**src/rtl/uart_decoder.sv**
```systemverilog
// -----------------------------------------------------------------------------
// uart_decoder
//
// UART receive-side decoder. Takes one asynchronous serial line (idle high,
// LSB first) and turns it back into bytes. It uses the same configuration
// fields as the UART encoder: parity mode, stop-bit count and baud divisor.
// Bytes with parity or stop-bit errors are still delivered, and flags mark them.
//
// Ports:
//   clk          system clock
//   rst          asynchronous, active-high reset
//   uart_dec     serial input line (asynchronous to clk)
//   parity       00/11 none, 01 odd, 10 even
//   stop_sel     0: one stop bit, 1: two stop bits
//   baudcontrol  bit period minus one, in clk cycles (values below 3 act as 3)
//   data_out     last received byte, held until the next frame completes
//   data_valid   one-cycle pulse: data_out / parity_err / frame_err updated
//   parity_err   parity mismatch for the byte flagged by data_valid
//   frame_err    a stop bit was sampled low for that byte
//   busy         high whenever the receiver is not idle
// -----------------------------------------------------------------------------
module uart_decoder #(
  parameter int BAUD_W      = 24,
  parameter int SYNC_STAGES = 2    // minimum 2
) (
  input  logic              clk,
  input  logic              rst,
  input  logic              uart_dec,
  input  logic [1:0]        parity,
  input  logic              stop_sel,
  input  logic [BAUD_W-1:0] baudcontrol,
  output logic [7:0]        data_out,
  output logic              data_valid,
  output logic              parity_err,
  output logic              frame_err,
  output logic              busy
);

  typedef enum logic [2:0] {
    S_IDLE, S_START, S_DATA, S_PAR, S_STOP1, S_STOP2
  } state_e;

  // Input synchroniser plus one edge-detect flop.
  logic [SYNC_STAGES-1:0] sync_q;
  logic                   prev_q;
  logic                   line;

  state_e                 state_q, state_d;
  logic [BAUD_W-1:0]      cnt_q, cnt_d;
  logic [2:0]             idx_q, idx_d;
  logic [7:0]             shift_q, shift_d;
  logic [1:0]             par_cfg_q, par_cfg_d;
  logic                   stop_cfg_q, stop_cfg_d;
  logic [BAUD_W-1:0]      div_q, div_d;
  logic                   perr_q, perr_d;   // parity flag of frame in flight
  logic                   ferr_q, ferr_d;   // stop-bit flag of frame in flight
  logic [7:0]             data_q, data_d;
  logic                   valid_q, valid_d;
  logic                   perr_out_q, perr_out_d;
  logic                   ferr_out_q, ferr_out_d;
  logic                   busy_q, busy_d;

  logic [BAUD_W-1:0]      div_eff;
  logic                   expired;
  logic                   fall;
  logic                   par_xor;
  logic                   ferr_sample;

  assign line        = sync_q[SYNC_STAGES-1];
  assign fall        = prev_q & ~line;
  assign expired     = (cnt_q == '0);
  // Below 3 the half-bit start delay collapses and sampling can no longer
  // land near bit centres, so the divisor is clamped.
  assign div_eff     = (baudcontrol < BAUD_W'(3)) ? BAUD_W'(3) : baudcontrol;
  assign par_xor     = ^{shift_q, line};
  assign ferr_sample = ferr_q | ~line;

  // NOTE: every register in this block, including the shift register, has a
  // reset value, so a rst mid-frame leaves no trace of the partial byte.
  always_ff @(posedge clk or posedge rst) begin
    if (rst) begin
      sync_q     <= '1;
      prev_q     <= 1'b1;
      state_q    <= S_IDLE;
      cnt_q      <= '0;
      idx_q      <= '0;
      shift_q    <= '0;
      par_cfg_q  <= '0;
      stop_cfg_q <= 1'b0;
      div_q      <= '0;
      perr_q     <= 1'b0;
      ferr_q     <= 1'b0;
      data_q     <= '0;
      valid_q    <= 1'b0;
      perr_out_q <= 1'b0;
      ferr_out_q <= 1'b0;
      busy_q     <= 1'b0;
    end else begin
      // NOTE: non-blocking assignments so every flop samples pre-edge values;
      // the synchroniser chain depends on this to delay by one stage per flop.
      sync_q     <= {sync_q[SYNC_STAGES-2:0], uart_dec};
      prev_q     <= line;
      state_q    <= state_d;
      cnt_q      <= cnt_d;
      idx_q      <= idx_d;
      shift_q    <= shift_d;
      par_cfg_q  <= par_cfg_d;
      stop_cfg_q <= stop_cfg_d;
      div_q      <= div_d;
      perr_q     <= perr_d;
      ferr_q     <= ferr_d;
      data_q     <= data_d;
      valid_q    <= valid_d;
      perr_out_q <= perr_out_d;
      ferr_out_q <= ferr_out_d;
      busy_q     <= busy_d;
    end
  end

  always_comb begin
    // NOTE: every signal assigned here gets a default first, so no path can
    // leave one unassigned and infer a latch.
    state_d    = state_q;
    cnt_d      = expired ? cnt_q : cnt_q - BAUD_W'(1);
    idx_d      = idx_q;
    shift_d    = shift_q;
    par_cfg_d  = par_cfg_q;
    stop_cfg_d = stop_cfg_q;
    div_d      = div_q;
    perr_d     = perr_q;
    ferr_d     = ferr_q;
    data_d     = data_q;
    valid_d    = 1'b0;
    perr_out_d = perr_out_q;
    ferr_out_d = ferr_out_q;

    unique case (state_q)
      S_IDLE: begin
        // Only a genuine 1->0 transition starts a frame; a line stuck low
        // (break) cannot retrigger.
        if (fall) begin
          par_cfg_d  = parity;
          stop_cfg_d = stop_sel;
          div_d      = div_eff;
          cnt_d      = div_eff >> 1;
          perr_d     = 1'b0;
          ferr_d     = 1'b0;
          state_d    = S_START;
        end
      end
      S_START: begin
        if (expired) begin
          if (line) begin
            state_d = S_IDLE;           // glitch, not a start bit
          end else begin
            cnt_d   = div_q;
            idx_d   = '0;
            state_d = S_DATA;
          end
        end
      end
      S_DATA: begin
        if (expired) begin
          shift_d = {line, shift_q[7:1]};
          idx_d   = idx_q + 3'd1;
          cnt_d   = div_q;
          if (idx_q == 3'd7) begin
            state_d = (par_cfg_q == 2'b01 || par_cfg_q == 2'b10) ? S_PAR : S_STOP1;
          end
        end
      end
      S_PAR: begin
        if (expired) begin
          perr_d  = (par_cfg_q == 2'b10) ? par_xor : ~par_xor;
          cnt_d   = div_q;
          state_d = S_STOP1;
        end
      end
      S_STOP1: begin
        if (expired) begin
          if (stop_cfg_q) begin
            ferr_d  = ferr_sample;
            cnt_d   = div_q;
            state_d = S_STOP2;
          end else begin
            data_d     = shift_q;
            perr_out_d = perr_q;
            ferr_out_d = ferr_sample;
            valid_d    = 1'b1;
            state_d    = S_IDLE;
          end
        end
      end
      S_STOP2: begin
        if (expired) begin
          data_d     = shift_q;
          perr_out_d = perr_q;
          ferr_out_d = ferr_sample;
          valid_d    = 1'b1;
          state_d    = S_IDLE;
        end
      end
      default: state_d = S_IDLE;
    endcase

    busy_d = (state_d != S_IDLE);
  end

  assign data_out   = data_q;
  assign data_valid = valid_q;
  assign parity_err = perr_out_q;
  assign frame_err  = ferr_out_q;
  assign busy       = busy_q;

endmodule

```
**config.mk**
```make
export PLATFORM = sky130hd
export DESIGN_NAME = uart_decoder
export DESIGN_NICKNAME = d
export VERILOG_FILES = /design/src/rtl/uart_decoder.sv
export SDC_FILE = /design/constraint.sdc
export NUM_CORES = 1
export LEC_CHECK = 0
export CAP_MARGIN = 20
export CORE_ASPECT_RATIO = 1.4
export CORE_MARGIN = 4
export CORE_UTILIZATION = 30
export CTS_CLUSTER_DIAMETER = 50
export DETAILED_ROUTE_END_ITERATION = 10
export PLACE_DENSITY = 0.46
export SYNTH_ARGS = -nofsm -noshare
export SYNTH_HDL_FRONTEND = slang
export SYNTH_SLANG_ARGS = --single-unit
```
**constraint.sdc**
```tcl
create_clock -name clk -period 2.8 [get_ports clk]
set_clock_uncertainty 0.1 [all_clocks]
set_input_delay 0.56 -clock clk [delete_from_list [all_inputs] [get_ports clk]]
set_output_delay 0.56 -clock clk [all_outputs]
set_load 0.005 [all_outputs]
```
==> run_summary.xml <==
<?xml version="1.0" encoding="UTF-8"?>
<metrics>
  <group name="cells_and_area">
    <metric name="final_common_cell" unit="">sky130_fd_sc_hd__nand2_1</metric>
    <metric name="syn_to_final_growth" unit="%">25.0</metric>
    <metric name="design.final.nets" unit="">519</metric>
    <metric name="final.fill_count" unit="">1447</metric>
    <metric name="antennaDiodeCount" unit="">0</metric>
    <metric name="post_route_cells_drive_above_1_share" unit="%">12.3</metric>
    <metric name="mostFrequentLayoutCells" unit="">118 x sky130_fd_sc_hd__nand2_1, 79 x sky130_fd_sc_hd__dfrtp_1, 41 x sky130_fd_sc_hd__clkdlybuf4s50_1</metric>
  </group>
  <group name="detailed_routing">
    <metric name="drt-vias-per-instance" unit="">4.90</metric>
    <metric name="detailedRoute.firstPassIterationCount" unit="">4</metric>
    <metric name="detail_route.drc_violations" unit="">0</metric>
    <metric name="drt_wl_total" unit="mm">10.3</metric>
    <metric name="drt-wirelength-per-cell" unit="µm">15.3</metric>
    <metric name="postRouteAntennaNets" unit="">0</metric>
    <metric name="num_vias" unit="">3285</metric>
    <metric name="drtIter0Drc" unit="">108</metric>
  </group>
  <group name="timing">
    <metric name="hold_violations" unit="">0</metric>
    <metric name="post-route-min-period" unit="ns">2.55</metric>
    <metric name="final_max_slew_viol_count" unit="">0</metric>
    <metric name="fin_tns_setup" unit="ns">0</metric>
    <metric name="timing.final.crit_share" unit="%">91.2</metric>
    <metric name="worst-slew-pin-transition" unit="ns">0.564</metric>
    <metric name="setup_violators_final" unit="">0</metric>
    <metric name="achievable-frequency" unit="MHz">392</metric>
    <metric name="maxSlewHeadroom" unit="%">62.0</metric>
    <metric name="rsz0062_at_grt" unit="">false</metric>
  </group>
  <group name="floorplan">
    <metric name="fp.dieH" unit="µm">146</metric>
    <metric name="placeableCoreArea" unit="µm²">13400</metric>
    <metric name="cell_row_count" unit="">50</metric>
    <metric name="fp.dieArea" unit="µm²">15700</metric>
    <metric name="io-pin-count" unit="">42</metric>
    <metric name="initial_utilization" unit="%">30.7</metric>
    <metric name="die_w" unit="µm">107</metric>
  </group>
  <group name="worst_setup_path">
    <metric name="setup.worst_path.start_class" unit="">register</metric>
    <metric name="endpoint_kind" unit="">register</metric>
    <metric name="required_time_at_the_endpoint_of_the_critical_path" unit="ns">2.93</metric>
    <metric name="critPathMaxFanout" unit="">9</metric>
    <metric name="timing.critical_path.arrival" unit="ns">2.68</metric>
    <metric name="critPathKind" unit="">reg2reg</metric>
  </group>
  <group name="clock_tree">
    <metric name="post_cts.repair.setup_buffers" unit="">0</metric>
    <metric name="tritoncts" unit="">yes</metric>
    <metric name="clock-sinks" unit="">82</metric>
    <metric name="cts-resized-gates" unit="">0</metric>
    <metric name="clockRootBuffer" unit="">sky130_fd_sc_hd__clkbuf_16</metric>
    <metric name="cts_buffer_depth" unit="">2</metric>
    <metric name="clk_pin_slew" unit="ns">0.07</metric>
    <metric name="holdBufCountCts" unit="">0</metric>
    <metric name="insertion_delay" unit="ns">0.34</metric>
    <metric name="ctsHtreeMaxLevel" unit="">3</metric>
    <metric name="tritoncts.num_buffers" unit="">9</metric>
  </group>
  <group name="logic_synthesis">
    <metric name="ys_warn_count" unit="">0</metric>
    <metric name="synth_cell_type_count" unit="">52</metric>
    <metric name="synth_area_leader_cell" unit="">sky130_fd_sc_hd__dfrtp_1</metric>
    <metric name="postSynthNetCount" unit="">472</metric>
    <metric name="ys_ff_latch" unit="">82</metric>
    <metric name="synth.top_cell.area_share" unit="%">48.1</metric>
    <metric name="post_synth_inst_count" unit="">437</metric>
    <metric name="ys_seq_area_share" unit="%">50.0</metric>
    <metric name="syn_avg_cell_area" unit="µm²">9.40</metric>
    <metric name="synth-edff-count" unit="">0</metric>
    <metric name="mappedNetlistArea" unit="µm²">4110</metric>
    <metric name="ys_dominant_reg_cell" unit="">sky130_fd_sc_hd__dfrtp_1</metric>
    <metric name="synth_top_cells_by_area" unit="">sky130_fd_sc_hd__dfrtp_1 48%, sky130_fd_sc_hd__nand2_1 11%, sky130_fd_sc_hd__xnor2_1 3.8%</metric>
    <metric name="async_reset_ff_share" unit="%">100</metric>
  </group>
  <group name="pwr">
    <metric name="finalPower" unit="W">0.00310</metric>
    <metric name="max-vdd-ir-drop" unit="V">0.000360</metric>
    <metric name="p_per_area" unit="nW/µm²">604</metric>
    <metric name="power.leakage" unit="nW">2.12</metric>
  </group>
  <group name="global_route">
    <metric name="grt_pass1_wl" unit="mm">17.3</metric>
    <metric name="grt_antenna_before_repair" unit="">0</metric>
    <metric name="grt_pass1_vias" unit="">3393</metric>
    <metric name="gr-total-overflow" unit="">0</metric>
    <metric name="pin_count_of_the_biggest_net_entering_global_routing" unit="">83</metric>
    <metric name="grtUsageTotal" unit="%">13.9</metric>
  </group>
  <group name="placement">
    <metric name="port_buffers" unit="">41</metric>
    <metric name="place.gp.congestion" unit="">0.825</metric>
    <metric name="dp_hpwl" unit="mm">7.11</metric>
  </group>
  <group name="job">
    <metric name="drv.max_cap_violation_count" unit="">0</metric>
  </group>
  <group name="min_path">
    <metric name="min_path_type" unit="">reg2reg</metric>
  </group>
  <group name="outcome">
    <metric name="status" unit="">complete, no violations</metric>
  </group>
</metrics>
-- flip-flops by register name, indices dropped and copies added, names as in the netlist, 2 cells and up --
name / flops
par_cfg_q: 2
shift_q: 8
cnt_q: 24
div_q: 24
data_out: 8
sync_q: 2
idx_q: 3
state_q: 3
-- cells by family after synthesis --
logic type / after synthesis / synth area share (%)
XOR/XNOR: 28 / 5.97
flip-flops: 82 / 50.0
AND/OR/NAND/NOR: 202 / 23.1
adder cells (fa/ha/maj): 5 / 1.52
buffers and inverters: 27 / 2.98
AO/OA/AOI/OAI: 80 / 12.9
multiplexers: 13 / 3.53
-- through the flow --
| stage | cells | setup WS (ns) | utilization, % | instance area [µm²] | hold WS (ns) |
|---|---|---|---|---|---|
| 6_report | 671 | 0.246 | 38.4 | 5130 | 0.258 |
| 5_1_grt | 671 | 0.0881 | 38.4 | 5130 | 0.259 |
| 4_1_cts | 671 | 0.147 | 38.3 | 5130 | 0.259 |
| 3_5_place_dp | 655 | 0.175 | 36.1 | 4830 | 0.251 |
| 3_3_place_gp | 655 | 0.198 | 36.1 | 4830 | 0.249 |
| 2_1_floorplan | 437 | 0.0365 | - | 4110 | 0.245 |
-- critical path, cell delays in order, from the launching register on --
cell and delay, ns:
sky130_fd_sc_hd__dfrtp_1 0.41, sky130_fd_sc_hd__or3_1 0.44, sky130_fd_sc_hd__or4_4 0.58, sky130_fd_sc_hd__nand3b_4 0.25, sky130_fd_sc_hd__or3_1 0.49, sky130_fd_sc_hd__nand2_1 0.12
sky130_fd_sc_hd__nand2_1 0.05
-- path summary, 6_finish.rpt --
check | startpoint | endpoint | slack [ns] | cells past startpoint
max | cnt_q[16] | data_out[1] | 0.25 | 6
min in group asynchronous | rst | state_q[1] | 0.51 | 3
min reg2reg | sync_q[0] | sync_q[1] | 0.26 | 0
max in group asynchronous | rst | data_out[7] | 1.68 | 3
min | sync_q[0] | sync_q[1] | 0.26 | 0
max reg2reg | cnt_q[16] | data_out[1] | 0.25 | 6
-- layer usage --
metal | GRT usage (%) | wire (µm) | vias to the layer above
li1 | - | - | 1630
met3 | 3.23 | 430 | 13
met1 | 17.0 | 4410 | 1582
met5 | 0 | 0 | -
met2 | 24.0 | 5300 | 60
met4 | 4.29 | 117 | 0
-- area by class of cell --
class                           count  area (µm²)  area share [%]
Sequential cell                    82        2060            40.0
Multi-Input combinational cell    328        1940            37.7
Clock buffer                        9         225            4.39
Timing Repair Buffer               59         596            11.6
Clock inverter                      7        76.3            1.49
Tap cell                          182         228            4.43
Inverter                            4        16.3           0.317
-- synth_stat cells (3+ instances only) --
cell	count
sky130_fd_sc_hd__a21oi_1	6
sky130_fd_sc_hd__nor4_1	12
sky130_fd_sc_hd__nor2b_1	3
sky130_fd_sc_hd__inv_1	4
sky130_fd_sc_hd__nand4_1	5
sky130_fd_sc_hd__a22oi_1	19
sky130_fd_sc_hd__clkbuf_1	13
sky130_fd_sc_hd__dfstp_2	3
sky130_fd_sc_hd__xor2_1	10
sky130_fd_sc_hd__xnor2_1	18
sky130_fd_sc_hd__o2111ai_1	3
sky130_fd_sc_hd__nand2_1	118
sky130_fd_sc_hd__o21ai_1	5
sky130_fd_sc_hd__ha_1	5
sky130_fd_sc_hd__nor3_1	12
sky130_fd_sc_hd__dfrtp_1	79
sky130_fd_sc_hd__mux2i_1	4
sky130_fd_sc_hd__buf_2	5
sky130_fd_sc_hd__nor2_1	19
sky130_fd_sc_hd__nand3_1	8
sky130_fd_sc_hd__mux2_2	8
sky130_fd_sc_hd__o21ai_0	27
sky130_fd_sc_hd__or3_1	5
sky130_fd_sc_hd__a21o_1	3
sky130_fd_sc_hd__nand2b_1	5
-- report_power, final --
group	internal, W	switching, W
logic	0.000209	0.000207
registers	0.00134	0.000143
clock network	0.000697	0.000503
total	0.00225	0.000853
(Power assumes the default switching activity.)
